[config.mk]
export PLATFORM = sky130hd
export DESIGN_NAME = mio_bus_arbiter
export DESIGN_NICKNAME = d
export VERILOG_FILES = /design/src/rtl/mio_arb_pkg.sv /design/src/rtl/mio_arb_lock_timer.sv /design/src/rtl/mio_bus_arbiter.sv
export SDC_FILE = /design/constraint.sdc
export NUM_CORES = 1
export LEC_CHECK = 0
export BUFFER_PORTS_ARGS = -buffer_cell sky130_fd_sc_hd__buf_2
export CORE_AREA = 4 4 116 118
export CTS_BUF_LIST = sky130_fd_sc_hd__clkbuf_8 sky130_fd_sc_hd__clkbuf_16
export CTS_CLUSTER_DIAMETER = 40
export CTS_CLUSTER_SIZE = 40
export DETAILED_ROUTE_END_ITERATION = 10
export DIE_AREA = 0 0 120 122
export GPL_TIMING_DRIVEN = 1
export HOLD_SLACK_MARGIN = 0.1
export SYNTH_ARGS = -nofsm -noshare
export SYNTH_HDL_FRONTEND = slang
export SYNTH_SLANG_ARGS = --single-unit
export TNS_END_PERCENT = 1
[constraint.sdc]
create_clock -name clk -period 4 [get_ports clk]
set_input_delay 0.2 -clock clk [delete_from_list [all_inputs] [get_ports clk]]
set_output_delay 0.2 -clock clk [all_outputs]
set_load 0.1 [all_outputs]
[src/rtl/mio_arb_pkg.sv]
// Shared encodings for the MIO bus arbiter: FSM states and master indices.
package mio_arb_pkg;

  typedef enum logic [1:0] {
    ST_IDLE = 2'd0,
    ST_OWN0 = 2'd1,
    ST_OWN1 = 2'd2
  } arb_state_e;

  localparam logic M_CPU  = 1'b0;
  localparam logic M_GAME = 1'b1;

endpackage

[src/rtl/mio_arb_lock_timer.sv]
// Counts consecutive locked ownership cycles and flags the last cycle before a forced hand-over.
module mio_arb_lock_timer #(
  parameter int LOCK_MAX = 16,
  parameter int CNT_W    = 5
) (
  input  logic clk,
  input  logic rst,
  input  logic en,
  input  logic clr,
  output logic expired
);

  localparam logic [CNT_W-1:0] CNT_MAX  = CNT_W'(LOCK_MAX);
  localparam logic [CNT_W-1:0] CNT_LAST = CNT_W'(LOCK_MAX - 1);

  logic [CNT_W-1:0] lock_cnt_d, lock_cnt_q;

  always_comb begin
    lock_cnt_d = lock_cnt_q;
    if (clr)
      lock_cnt_d = '0;
    else if (en && lock_cnt_q != CNT_MAX)
      lock_cnt_d = lock_cnt_q + 1'b1;
  end

  always_ff @(posedge clk) begin
    if (!rst) lock_cnt_q <= '0;
    else      lock_cnt_q <= lock_cnt_d;
  end

  assign expired = (lock_cnt_q == CNT_LAST);

endmodule

[src/rtl/mio_bus_arbiter.sv]
// Two-master round-robin arbiter for the MIO bus port (m0 = CPU, m1 = game engine).
// Define MIO_ARB_TIMEOUT_EN to bound how long a locked owner may hold the bus.
module mio_bus_arbiter
  import mio_arb_pkg::*;
#(
  parameter int AW       = 32,
  parameter int DW       = 32,
  parameter int LOCK_MAX = 16,
  parameter int CNT_W    = 5
) (
  input  logic          clk,
  input  logic          rst,
  input  logic          m0_req,
  input  logic          m0_we,
  input  logic          m0_lock,
  input  logic [AW-1:0] m0_addr,
  input  logic [DW-1:0] m0_wdata,
  input  logic          m1_req,
  input  logic          m1_we,
  input  logic          m1_lock,
  input  logic [AW-1:0] m1_addr,
  input  logic [DW-1:0] m1_wdata,
  output logic          m0_gnt,
  output logic          m1_gnt,
  output logic          m0_ack,
  output logic          m1_ack,
  output logic [DW-1:0] m0_rdata,
  output logic [DW-1:0] m1_rdata,
  output logic          bus_mem_w,
  output logic [AW-1:0] bus_addr,
  output logic [DW-1:0] bus_wdata,
  input  logic [DW-1:0] bus_rdata,
  output logic          busy,
  output logic          arb_timeout
);

  arb_state_e    state_d, state_q;
  logic          last_d, last_q;
  logic          gnt0_d, gnt0_q, gnt1_d, gnt1_q;
  logic          ack0_d, ack0_q, ack1_d, ack1_q;
  logic          busy_d, busy_q;
  logic          timeout_d, timeout_q;
  logic [DW-1:0] rdata0_d, rdata0_q, rdata1_d, rdata1_q;
  logic          own0, own1, xfer0, xfer1, lock_exp;

  assign own0  = (state_q == ST_OWN0);
  assign own1  = (state_q == ST_OWN1);
  assign xfer0 = own0 & m0_req;
  assign xfer1 = own1 & m1_req;

`ifdef MIO_ARB_TIMEOUT_EN
  logic lock_en, state_chg;
  assign lock_en   = (own0 & m0_lock) | (own1 & m1_lock);
  assign state_chg = (state_d != state_q);

  mio_arb_lock_timer #(
    .LOCK_MAX (LOCK_MAX),
    .CNT_W    (CNT_W)
  ) u_lock_timer (
    .clk     (clk),
    .rst     (rst),
    .en      (lock_en),
    .clr     (state_chg),
    .expired (lock_exp)
  );
  assign arb_timeout = timeout_q;
`else
  assign lock_exp    = 1'b0;
  assign arb_timeout = 1'b0;
`endif

  // A locked owner keeps the bus; an unlocked owner yields straight to a waiting peer.
  always_comb begin
    state_d   = state_q;
    timeout_d = 1'b0;
    case (state_q)
      ST_IDLE: begin
        if (m0_req && m1_req) state_d = (last_q == M_GAME) ? ST_OWN0 : ST_OWN1;
        else if (m0_req)      state_d = ST_OWN0;
        else if (m1_req)      state_d = ST_OWN1;
      end
      ST_OWN0: begin
        if (m0_lock) begin
          if (lock_exp && m1_req) begin
            state_d   = ST_OWN1;
            timeout_d = 1'b1;
          end
        end else if (m1_req) state_d = ST_OWN1;
        else if (!m0_req)    state_d = ST_IDLE;
      end
      ST_OWN1: begin
        if (m1_lock) begin
          if (lock_exp && m0_req) begin
            state_d   = ST_OWN0;
            timeout_d = 1'b1;
          end
        end else if (m0_req) state_d = ST_OWN0;
        else if (!m1_req)    state_d = ST_IDLE;
      end
      default: state_d = ST_IDLE;
    endcase
  end

  always_comb begin
    gnt0_d   = (state_d == ST_OWN0);
    gnt1_d   = (state_d == ST_OWN1);
    busy_d   = (state_d != ST_IDLE);
    ack0_d   = xfer0;
    ack1_d   = xfer1;
    last_d   = xfer0 ? M_CPU : (xfer1 ? M_GAME : last_q);
    rdata0_d = (xfer0 && !m0_we) ? bus_rdata : rdata0_q;
    rdata1_d = (xfer1 && !m1_we) ? bus_rdata : rdata1_q;
  end

  always_comb begin
    bus_mem_w = 1'b0;
    bus_addr  = '0;
    bus_wdata = '0;
    if (own0) begin
      bus_mem_w = m0_req & m0_we;
      bus_addr  = m0_addr;
      bus_wdata = m0_wdata;
    end else if (own1) begin
      bus_mem_w = m1_req & m1_we;
      bus_addr  = m1_addr;
      bus_wdata = m1_wdata;
    end
  end

  always_ff @(posedge clk) begin
    if (!rst) begin
      state_q   <= ST_IDLE;
      last_q    <= M_GAME;
      gnt0_q    <= 1'b0;
      gnt1_q    <= 1'b0;
      ack0_q    <= 1'b0;
      ack1_q    <= 1'b0;
      busy_q    <= 1'b0;
      timeout_q <= 1'b0;
      rdata0_q  <= '0;
      rdata1_q  <= '0;
    end else begin
      state_q   <= state_d;
      last_q    <= last_d;
      gnt0_q    <= gnt0_d;
      gnt1_q    <= gnt1_d;
      ack0_q    <= ack0_d;
      ack1_q    <= ack1_d;
      busy_q    <= busy_d;
      timeout_q <= timeout_d;
      rdata0_q  <= rdata0_d;
      rdata1_q  <= rdata1_d;
    end
  end

  assign m0_gnt   = gnt0_q;
  assign m1_gnt   = gnt1_q;
  assign m0_ack   = ack0_q;
  assign m1_ack   = ack1_q;
  assign m0_rdata = rdata0_q;
  assign m1_rdata = rdata1_q;
  assign busy     = busy_q;

endmodule
==> results of run 1 <==
## final cells by class
| class | instances | area [um^2] |
|---|---|---|
| sequential | 72 | 1441 |
| multi-input combinational | 288 | 1593 |
| tap | 172 | 215.2 |
| fill | 1313 | 7340 |
| clock buffer | 9 | 225.2 |
| timing repair buffer | 308 | 1559 |
| clock inverter | 7 | 77.57 |
| inverter | 4 | 15.01 |
## per-layer routing
metal	routed length [um]	track usage
met3	1413	0.06685
met4	150	0.04009
met5	73	0
met2	6273	0.2824
met1	5854	0.2325
## Yosys cell counts (2+ instances only)
| cell type | count |
|---|---|
| nand2_1 | 131 |
| dfxtp_1 | 72 |
| a21oi_1 | 67 |
| a22o_1 | 64 |
| buf_2 | 17 |
| clkbuf_1 | 12 |
| buf_6 | 7 |
| inv_1 | 4 |
| nor2b_1 | 3 |
| a22oi_1 | 2 |
| nor2_1 | 2 |
| o21ai_0 | 2 |
| o32ai_1 | 2 |
## through the flow
stage	std cells	hold slack, ps
6_report	860	119.8
5_1_grt	860	110.5
4_1_cts	860	106.7
3_5_place_dp	844	443.0
3_3_place_gp	844	439.1
2_1_floorplan	401	276.2
## state kept, by name (all words and copies together) (netlist names)
register  count
m0_rdata     32
m1_rdata     32
state_q       2
busy          1
last_q        1
m0_ack        1
m0_gnt        1
m1_ack        1
m1_gnt        1
## cells in the final DEF, fill, tap and decap left out
master	n
buf_2	301
nand2_1	131
dfxtp_1	72
a21oi_1	67
a22o_1	64
clkbuf_16	9
buf_4	7
inv_1	3
nor2b_4	2
nor2_1	2
nor2b_1	2
o21ai_0	2
a22oi_1	2
o32ai_1	2
inv_6	2
clkinv_2	2
nand2_2	1
a32o_1	1
nor3_4	1
or3_1	1
inv_2	1
nand2b_1	1
a221o_1	1
nor3b_4	1
nand3b_1	1
nand3_1	1
o21a_1	1
and3_1	1
nor3_1	1
or2_1	1
conb_1	1
inv_8	1
clkinv_4	1
bufinv_16	1
## worst paths after layout
path / start / endpoint / slack, ps
worst max-delay path: state_q[1] / bus_wdata[25] / 1220
worst min-delay path: bus_rdata[22] / m0_rdata[22] / 120
worst max register to register: state_q[0] / m0_rdata[10] / 1800
worst min register to register: m1_rdata[11] / m1_rdata[11] / 450
## power by group
group | total [W] | internal [W] | switching (W) | leakage [nW]
combinational | 0.00108 | 0.000199 | 0.000878 | 1.88
clock | 0.000819 | 0.000491 | 0.000328 | 0.152
sequential | 0.000756 | 0.000739 | 0.0000162 | 0.583
total | 0.00265 | 0.00143 | 0.00122 | 2.62
## cell families after synthesis
group	after synthesis	share of synthesized area
AND/OR/NAND/NOR	147	0.1874
other	1	0.001153
flip-flops	72	0.4432
buffers and inverters	41	0.07118
AO/OA/AOI/OAI	140	0.2970
## tightest hold or removal path, delay by kind of cell
family	cells	cell delay [ps]
buf+inv	1	100
simple gates	1	50
compound gates	1	50
==> key figures, run 1 <==
Place
  • Dpl ws: 1629 ps
  • Final HPWL DP: 10980 um
  • GP Congestion: 0.9811
  • Placed instance area: just under 0.005 mm^2
  • I/O Buffers: 301

STA
  • Fin crit period: 2781 ps
  • Final period util: 0.6952
  • Slew Viols, Final: 0
  • Slew HR: 0.2375
  • Worst setup margin: 1219 ps
  • Clock Skew: ~11 ps
  • Total negative slack: 0 ps
  • Slew @ Worst Pin: approximately 1100 ps
  • RSZ-0062 raised after global routing: no
  • FMAX: 359.6 MHz
  • Finish-stage setup viols: 0
  • Final Hold Fails: 0

Logic synthesis
  • Net count after synthesis: 569
  • Distinct cells, synth: 29
  • Synth top area cells: dfxtp_1 44%, a22o_1 17%, nand2_1 15%
  • Post-synth top area share: 0.4432
  • Syn avg cell area: 8.109 um^2
  • Post-synth top area cell: dfxtp_1
  • Asr flop ratio synth: 0
  • Yosys warns: 0
  • #FFs+latches synth: 72
  • Synth Instances: 401
  • Post-synthesis sequential area ratio: 0.4432
  • Post-synth EDFFs: 0
  • Area of the mapped netlist: 0.003252 mm^2
  • Prevailing post-synth register cell: dfxtp_1

Clocking
  • Max Root-Sink Buffers: 2
  • Root buffer cell: clkbuf_16
  • Clk slew on worst S/H paths: 70 ps
  • Clock Latency Late Sink: 330 ps
  • H-tree levels: 3
  • CTS Sinks: 72
  • CTS tree: yes
  • Post-CTS Hold Fix Bufs: 0
  • # resized after CTS: 0
  • CTS Buf Count: 9
  • Postcts setup bufs: 0

Detailed routing
  • Post-route ant nets: 0
  • Initial DRC count: about 330
  • DRT Wirelength: 13770 um
  • Via Count: 4047
  • WL/cell: between 15 and 20 um
  • Via density: 4.706
  • DRC violations left: 0
  • DR pass1 iterations: 4

Global routing
  • Initial antenna violation count: 6
  • Largest net degree at the start of global routing: 69
  • GRT Total Usage: 0.1785
  • Vias in the first global route: slightly below 4000
  • First-pass GRT wire length: 20720 um
  • Grt total ovfl: 0

Floorplanning
  • Die width: 120 um
  • I/O pin total: 303
  • Initial Utilization: 0.2609
  • Row count: 41
  • Core region area: 0.01247 mm^2
  • Die ar.: ~0.015 mm^2
  • Die Ht: around 120 um

Finish
  • Fin util: 0.4112
  • Diode count: 0
  • Final-stage net count: 851
  • Layout cells sized above 1: 0.4797
  • Synthesis-to-finish area growth: 57.64%
  • Cell area after layout: 0.005126 mm^2

Worst setup path
  • CP top delay family: buffers and inverters
  • CP required: 3800 ps
  • Worst path bufs/invs: 2
  • Critical path fanouts, max: 45
  • CP startpoint kind: flop
  • Worst-path cell chain: nor2b_4 > buf_4 > a22o_1 > buf_2
  • Crit path depth: 4
  • CP max stage cell: dfxtp_1
  • Arrival @ worst endpoint: 2580 ps
  • Setup crit end kind: primary output
  • Crit Path Category: flop to primary output
  • Largest stage delay on the critical path: 540 ps
  • R2R cell count: 5

Hold path
  • Hold Crit Class: input port to flop
  • Hold Path Depth: 3

Pwr
  • VDD IR max: 262.7 uV
  • Static Leak: 2.617 nW
  • Tot Pwr: 0.002652 W
  • Pwr Density: slightly above 500 mW/mm^2

Run status
  • Status: finished clean

Flow run
  • Max_cap viols: 0
Note: power is estimated with default switching activity, not from simulation.
==> run 2: changes to the inputs <==
ABC_AREA = 1   (was default)
clock period = 2.4 ns   (was 4 ns; I/O delays follow)
==> run 2 against run 1 <==
  * Register-to-register slack lost 990 ps
  * Global-route usage grew 1.8 points
  * Die area is the same
  * Design area grew 28%
  * Wire length grew 11%
  * Non-clock buffer count grew 15
  * Critical endpoint is now bus_addr[17]
  * Largest cell class is now buffers
==> key figures, run 2 <==
Floorplanning
  • I/O pin total: 303 (unchanged)
  • Die Ht: 122 um (unchanged)
  • Die ar.: 0.01464 mm^2 (unchanged)
  • Initial Utilization: 0.2773 (+0.01646)
  • Core region area: 0.01247 mm^2 (unchanged)
  • Die width: 120 um (unchanged)
  • Row count: 41 (unchanged)

Worst setup path
  • Largest stage delay on the critical path: 530 ps (about the same)
  • Worst-path cell chain: inv_2 > nor2_4 > buf_4 > a22o_1 > buf_12
  • Critical path fanouts, max: 67 (+49%)
  • Setup slack, reg-to-reg: 810 ps (-990 ps)
  • Arrival @ worst endpoint: 1960 ps (-620 ps)
  • CP required: 2280 ps (-1520 ps)
  • CP max stage cell: buf_4
  • Setup crit end kind: primary output
  • CP startpoint kind: flop
  • Worst path bufs/invs: 3 (+1)
  • CP top delay family: buffers and inverters
  • Crit Path Category: flop to primary output

Logic synthesis
  • Post-synth top area cell: dfxtp_1
  • Net count after synthesis: 670 (+18%)
  • Distinct cells, synth: 15 (-48%)
  • Yosys warns: 0 (unchanged)
  • Asr flop ratio synth: 0 (unchanged)
  • Post-synth top area share: 0.4169 (-0.02631)
  • Synth top area cells: dfxtp_1 42%, a22o_1 16%, nand2_1 15%
  • Synth Instances: 502 (+25%)
  • Syn avg cell area: 6.887 um^2 (-15%)
  • #FFs+latches synth: 72 (unchanged)
  • Post-synth top cells: 142 x nand2_1, 131 x nor2_1, 72 x dfxtp_1
  • Post-synth EDFFs: 0 (unchanged)
  • Post-synthesis sequential area ratio: 0.4169 (-0.02631)
  • Cell with the most instances after synthesis: nand2_1
  • Area of the mapped netlist: 0.003457 mm^2 (+6.3%)
  • Prevailing post-synth register cell: dfxtp_1

Place
  • Dpl ws: 667.6 ps (-961.6 ps)
  • GP Congestion: 0.8590 (-12%)
  • Final HPWL DP: 12420 um (+13%)
  • I/O Buffers: 301 (unchanged)

Detailed routing
  • Via Count: 4252 (+5.1%)
  • DRT Wirelength: 15290 um (+11%)
  • DRC violations left: 0 (unchanged)
  • Initial DRC count: 223 (-31%)
  • Via density: 4.334 (-7.9%)
  • WL/cell: 15.58 um (-2.7%)
  • Post-route ant nets: 0 (unchanged)
  • DR pass1 iterations: 4 (unchanged)

Finish
  • Layout cells sized above 1: 0.4132 (-0.06650)
  • Synthesis-to-finish area growth: 89.83%
  • Final-stage net count: 969 (+14%)
  • Fin util: 0.5264 (+0.1152)
  • Most common cell after layout, fill and taps aside: buf_2
  • Most frequent cells in the layout: 236 x buf_2, 142 x nand2_1, 131 x nor2_1

Clocking
  • CTS Buf Count: 9 (unchanged)
  • # resized after CTS: 0 (unchanged)
  • Clock Latency Late Sink: 320 ps (about the same)
  • CTS tree: yes
  • CTS Sinks: 72 (unchanged)
  • Clk slew on worst S/H paths: 60 ps (about the same)
  • Root buffer cell: clkbuf_16
  • H-tree levels: 3 (unchanged)
  • Max Root-Sink Buffers: 2 (unchanged)
  • Postcts setup bufs: 0 (unchanged)

STA
  • Worst setup margin: 315.9 ps (-903.1 ps)
  • Slew Viols, Final: 0 (unchanged)
  • Final period util: 0.8684
  • RSZ-0062 raised after global routing: no
  • FMAX: about 480 MHz
  • Total negative slack: 0 ps (unchanged)
  • Finish-stage setup viols: 0 (unchanged)
  • Clock Skew: 5.121 ps (-5.484 ps)
  • Slew HR: 0.5558 (+0.3182)
  • Slew @ Worst Pin: 666.3 ps (-477.4 ps)
  • Fin crit period: 2084 ps
  • Final Hold Fails: 0 (unchanged)

Global routing
  • First-pass GRT wire length: 22310 um (+7.7%)
  • Largest net degree at the start of global routing: 68 (-1.4%)
  • Initial antenna violation count: 3 (-3)
  • GRT Total Usage: 0.1970 (+0.01843)
  • Grt total ovfl: 0 (unchanged)
  • Vias in the first global route: 4052 (+4.4%)

Hold path
  • Hold Crit Class: input port to flop

Pwr
  • VDD IR max: 420.5 uV (+60%)
  • Pwr Density: 757.8 mW/mm^2 (+46%)
  • Static Leak: 3.408 nW (+30%)

Flow run
  • Max_cap viols: 0 (unchanged)

Run status
  • Status: finished clean
[run 2: cell types whose count changed in the layout (fill, tap and decap cells not counted), moves of 3 or more]
cell | previous run | this run
buf_12 | 0 | 69
diode_2 | 0 | 3
nand3_1 | 1 | 9
nor2_1 | 2 | 131
inv_1 | 3 | 41
nand2_1 | 131 | 142
dlygate4sd3_1 | 0 | 13
buf_2 | 301 | 236
a21oi_1 | 67 | 0
nor2_4 | 0 | 4
[run 2: stage by stage]
step | power [W] | instance area (um^2) | hold WS (ps) | cells
detailed placement | 0.003571 | 6103 | 434.4 | 949
finish | 0.004973 | 6563 | 110.7 | 981
CTS | 0.005025 | 6555 | 100.3 | 978
floorplan | 0.002776 | 3457 | 288.9 | 502
global placement | 0.003566 | 6103 | 423.3 | 949
global route | 0.005149 | 6563 | 123.1 | 981
[run 2: logic make-up after synthesis]
family | synth area share
compound gates | 0.1621
buf+inv | 0.09700
other cells | 0.001085
simple gates | 0.3228
flops | 0.4169
[run 2: path summary, 6_finish.rpt]
kind                                    start           end  depth (start not counted)
worst max-delay path               state_q[1]  bus_addr[17]                          5
worst min register to register         last_q        last_q                          2
worst max register to register     state_q[1]   m1_rdata[6]                          8
worst min-delay path            bus_rdata[10]  m1_rdata[10]                          5
[run 2: report_power, final]
group          internal [W]  switching, W
Combinational      0.000712       0.00157
Sequential          0.00125     0.0000238
Clock              0.000932      0.000490
Total               0.00289       0.00208
[run 2: area by class of cell]
type | instances | area, um^2
antenna | 3 | 7.507
clock buffer | 10 | 239.0
clock inverter | 6 | 82.58
fill | 1221 | 5903
inverter | 43 | 161.4
multi-input combinational | 352 | 1685
sequential | 72 | 1441
tap | 172 | 215.2
timing repair buffer | 323 | 2730
[run 2: worst register-to-register path, cell delays in order, from the launching register on]
cell	delay, ps
dfxtp_1	400
inv_2	60
nor2_4	80
nand2_1	110
nor2_4	430
buf_4	260
nand2_1	60
nand2_1	50
nor2_1	40
[run 2: layer usage]
metal,vias up,global-route usage,part of all wire
met2,176,0.3435,0.51
met1,1883,0.2189,0.38
li1,2175,-,-
met5,-,0,0
met3,18,0.06732,0.094
met4,0,0.08375,0.019
[run 2: timing repair]
item                                    in CTS  in global routing
hold buffers                                13                  0
endpoints found under the setup margin       0                  0
endpoints found under the hold margin       19                  0
